===== src/rtl/pipe_stage_reg.sv =====
// pipe_stage_reg: flushable valid/ready pipeline stage with optional skid entry and registered ready
module pipe_stage_reg #(
    parameter int W          = 71,
    parameter bit SKID       = 1'b1,
    parameter bit CLEAR_DATA = 1'b1
) (
    input  logic         Clk,
    input  logic         Clr,
    input  logic         Flush,
    input  logic         in_valid,
    output logic         in_ready,
    input  logic [W-1:0] in_data,
    output logic         out_valid,
    input  logic         out_ready,
    output logic [W-1:0] out_data,
    output logic [1:0]   count
);
    typedef enum logic [1:0] {EMPTY = 2'd0, FULL = 2'd1, SKID_FULL = 2'd2} state_t;
    state_t state_q, state_d;
    logic [W-1:0] main_q, main_d, skid_q, skid_d;
    logic rdy_q, rdy_d, acc, pop;
    logic [W-1:0] bubble;
    assign bubble    = CLEAR_DATA ? '0 : main_q;
    assign out_valid = (state_q != EMPTY);
    assign out_data  = main_q;
    assign count     = state_q;
    assign in_ready  = SKID ? rdy_q : (!out_valid || out_ready);
    assign acc       = in_valid && in_ready;
    assign pop       = out_valid && out_ready;
    always_comb begin
        state_d = state_q;
        main_d  = main_q;
        skid_d  = skid_q;
        case (state_q)
            EMPTY: begin
                state_d = acc ? FULL : EMPTY;
                main_d  = acc ? in_data : main_q;
            end
            FULL: begin
                if (acc && pop) begin
                    main_d = in_data;
                end else if (acc) begin
                    state_d = SKID_FULL;
                    skid_d  = in_data;
                end else if (pop) begin
                    state_d = EMPTY;
                    main_d  = bubble;
                end
            end
            default: begin
                state_d = pop ? FULL : SKID_FULL;
                main_d  = pop ? skid_q : main_q;
            end
        endcase
        // a flush drops everything, including a payload accepted this cycle
        if (Flush) begin
            state_d = EMPTY;
            main_d  = bubble;
        end
        rdy_d = (state_d != SKID_FULL);
    end
    always_ff @(posedge Clk) begin
        if (Clr) begin
            state_q <= EMPTY;
            main_q  <= '0;
            skid_q  <= '0;
            rdy_q   <= 1'b1;
        end else begin
            state_q <= state_d;
            main_q  <= main_d;
            skid_q  <= skid_d;
            rdy_q   <= rdy_d;
        end
    end
endmodule


===== config.mk =====
export PLATFORM = sky130hd
export DESIGN_NAME = pipe_stage_reg
export DESIGN_NICKNAME = d
export VERILOG_FILES = /design/src/rtl/pipe_stage_reg.sv
export SDC_FILE = /design/constraint.sdc
export NUM_CORES = 1
export LEC_CHECK = 0
export ABC_AREA = 1
export BUFFER_PORTS_ARGS = -buffer_cell sky130_fd_sc_hd__buf_2
export CORE_ASPECT_RATIO = 1.5
export CORE_MARGIN = 8
export CORE_UTILIZATION = 35
export DETAILED_ROUTE_END_ITERATION = 10
export GPL_TIMING_DRIVEN = 0
export HOLD_SLACK_MARGIN = 0.03
export PLACE_DENSITY = 0.55
export SLEW_MARGIN = 15
export SYNTH_ARGS = -nofsm -noshare
export SYNTH_HDL_FRONTEND = slang
export SYNTH_SLANG_ARGS = --single-unit

===== constraint.sdc =====
create_clock -name Clk -period 1.35 [get_ports Clk]
set_input_delay 0.27 -clock Clk [delete_from_list [all_inputs] [get_ports Clk]]
set_output_delay 0.27 -clock Clk [all_outputs]
set_load 0.02 [all_outputs]

==> impl_metrics.env <==
export IMPL_via_count=7857
export IMPL_gr_total_overflow=0
export IMPL_synthTopCellsByArea="dfxtp_1, nand2_1, a21oi_1"
export IMPL_fin_ws_ns=-0.135
export IMPL_die_area_um2=25000
export IMPL_crit_type="flip-flop to flip-flop"
export IMPL_crit_family="buffers and inverters"
export IMPL_yosys_warnings=0
export IMPL_grtUsageMet2=0.343
export IMPL_clk_insertion_delay_late_ns=0.43
export IMPL_clockBufferDepth=2
export IMPL_timing_rr_end="skid_q[49]"
export IMPL_port_buffers=149
export IMPL_nNetsFinal=1394
export IMPL_hp_start="in_data[42]"
export IMPL_min_period_over_period=1.10
export IMPL_status="complete, but fails checks"
export IMPL_grt_antenna_before_repair=0
export IMPL_syn_nets=1188
export IMPL_ant_nets=0
export IMPL_crit_chain="buf_12 > nor2_4 > buf_12 > nand3_4 > buf_6 > nand2_2 > a21oi_1"
export IMPL_via_per_inst=4.94
export IMPL_die_w_um=132
export IMPL_whs_ns=0.137
export IMPL_violations="negative setup slack"
export IMPL_start_kind="flip-flop"
export IMPL_crit_slowest_cell="dfxtp_4"
export IMPL_synthToLayoutAreaGrowth_pct=46.6
export IMPL_rsz0062_at_grt="yes"
export IMPL_place_ws_ns=-0.797
export IMPL_routed_wl_um=25700
export IMPL_syn_area_um2=7050
export IMPL_path_clk_slew_ns=0.06
export IMPL_grtUsageTotal=0.194
export IMPL_grt_busiest_layer="met2"
export IMPL_r2r_start="count[1]"
export IMPL_ys_types=16
export IMPL_initial_core_util=0.356
export IMPL_use_met3=0.0409
export IMPL_setup_viol=141
export IMPL_synth_area_per_cell_um2=6.34
export IMPL_drc=0
export IMPL_synth_seq_cells=145
export IMPL_syn_inst=1112
export IMPL_placedInstanceArea_um2=8140
export IMPL_drive_above_1_share=0.372
export IMPL_grt_max_degree=17
export IMPL_whs_path_depth=3
export IMPL_yosysTopAreaCell="dfxtp_1"
export IMPL_gp_congestion=0.838
export IMPL_power_density_nw_per_um2=1080
export IMPL_n_fill_cell=2017
export IMPL_relSlewSlack=0.538
export IMPL_num_rows=63
export IMPL_numCtsBuffers=17
export IMPL_fmax_mhz=674
export IMPL_worst_pin_slew_ns=0.694
export IMPL_cts_tree="built"
export IMPL_fin_skew_ns=0.0103
export IMPL_initialDrtViolationCount=408
export IMPL_drv_cap=0
export IMPL_peakVddDrop_mv=0.701
export IMPL_routedWlPerCell_um=16.1
export IMPL_root_buffer="clkbuf_16"
export IMPL_yosysTopAreaCellShare=0.412
export IMPL_dp_hpwl_um=16400
export IMPL_seqCellArea_um2=2910
export IMPL_hold_class="input port to flip-flop"
export IMPL_die_height_um=190
export IMPL_power_leakage_uw=0.00458
export IMPL_path_max_fanout=7
export IMPL_gr_usage_met1=0.226
export IMPL_grt_first_pass_wirelength_um=39600
export IMPL_h_tree_depth=4
export IMPL_reg2reg_slack_ns=-0.13
export IMPL_grt_pass1_vias=7530
export IMPL_reg2reg_depth=7
export IMPL_diodes=0
export IMPL_core_um2=19800
export IMPL_dr_pass1_iters=5
export IMPL_fin_crit_ns=1.48
export IMPL_ios=151
export IMPL_slowest_delay_ns=0.38
export IMPL_worstPathRequired_ns=1.64
export IMPL_ys_seq_area_frac=0.412
export IMPL_worstPathArrival_ns=1.77
export IMPL_crit_path_end_kind="flip-flop"
export IMPL_finalMaxSlewViolations=0
export IMPL_cts_sinks=145
export IMPL_setup_tns_ns=-8.46
export IMPL_hold_end="skid_q[42]"
export IMPL_cpMostUsedCell="buf_12"
export IMPL_critPathBufInv=3
export IMPL_hold_viol_final=0
export IMPL_multiInputGateArea_um2=4250
export IMPL_design_area_um2=10300
## report_power, final
group	leakage [µW]	internal [µW]	switching, µW
Clock	0.000274	2710	1890
Combinational	0.00313	822	1250
Sequential	0.00118	4420	78.2
## layer usage
metal  up-vias  wire length [µm]
met4         0               550
met3        41              1170
li1       4001                 -
met5         -                 0
met1      3596             10800
met2       219             13200
## synthesized netlist by cell type
library cell / number
nand2_1: 358
dfxtp_1: 145
nor2_1: 145
a21oi_1: 143
inv_1: 73
nand3_1: 73
nand4_1: 71
clkbuf_1: 53
buf_2: 38
buf_1: 4
inv_2: 3
nand2_2: 2
nand3_2: 1
nor2_4: 1
nor3_1: 1
o21ai_2: 1
## worst min-delay path, cell delays in order
cell and delay [ns]:
buf_2 0.10, nand4_1 0.10, a21oi_2 0.05
## state kept, by name, summed over array words and instances, names as in the netlist
name / flops
in_ready: 1
out_data: 71
skid_q: 71
count: 2
## layout by cell type, fill, tap and decap left out, types with 24 or more instances in the layout
cell type  synthesis  layout
nand2_2            2     107
nand3_1           73      69
clkbuf_16          0      25
nand2_4            0      24
inv_1             73      72
buf_6              0      32
dfxtp_1          145     142
nor2_1           145     133
nand2_1          358     228
a21oi_2            0      40
buf_2             38     156
nand4_1           71      71
a21oi_1          143     103
## how the worst max path moves through the flow
stage,startpoint,to,slack (ns),cells after the start
after global placement,Clr,out_data[36],-0.81,5
after detailed placement,Clr,out_data[37],-0.80,5
after CTS,count[0],out_valid,-0.14,4
after floorplan,count[0],out_data[35],-0.07,6
after global routing,count[1],skid_q[49],-0.18,7
final,count[1],skid_q[49],-0.13,7
## logic make-up (layout without fill, tap and decap cells)
group,after synthesis,count (layout),synth area share
AOI/OAI and AO/OA,144,144,0.103
buffers and inverters,171,384,0.0977
DFF,145,145,0.412
and+or+nand+nor,652,657,0.388
## area by class of cell
class                           count  area share
Multi-Input combinational cell    801       0.411
Sequential cell                   145       0.281
Timing Repair Buffer              182       0.119
Buffer                             94      0.0745
Clock buffer                       22      0.0468
Tap cell                          260      0.0315
Inverter                           76      0.0283
Clock inverter                      9     0.00786
Timing Repair inverter              1    0.000363
## repair_timing
item | in CTS | in global routing
hold buffers | 1 | 0
pin swaps | 5 | 72
buffers inserted | 15 | 2
resized for setup | 196 | 203
hold endpoints to repair | 1 | 0
cloned | 13 | 8
setup endpoints to repair | 146 | 145
## stage by stage
stage	total power (µW)	utilization	std cells
2_1_floorplan	5590	-	1112
3_3_place_gp	6160	0.411	1521
3_5_place_dp	6160	0.411	1521
4_1_cts	11000	0.483	1581
5_1_grt	11600	0.523	1590
6_report	11200	0.523	1590
Power figures use the tool's default switching activity.
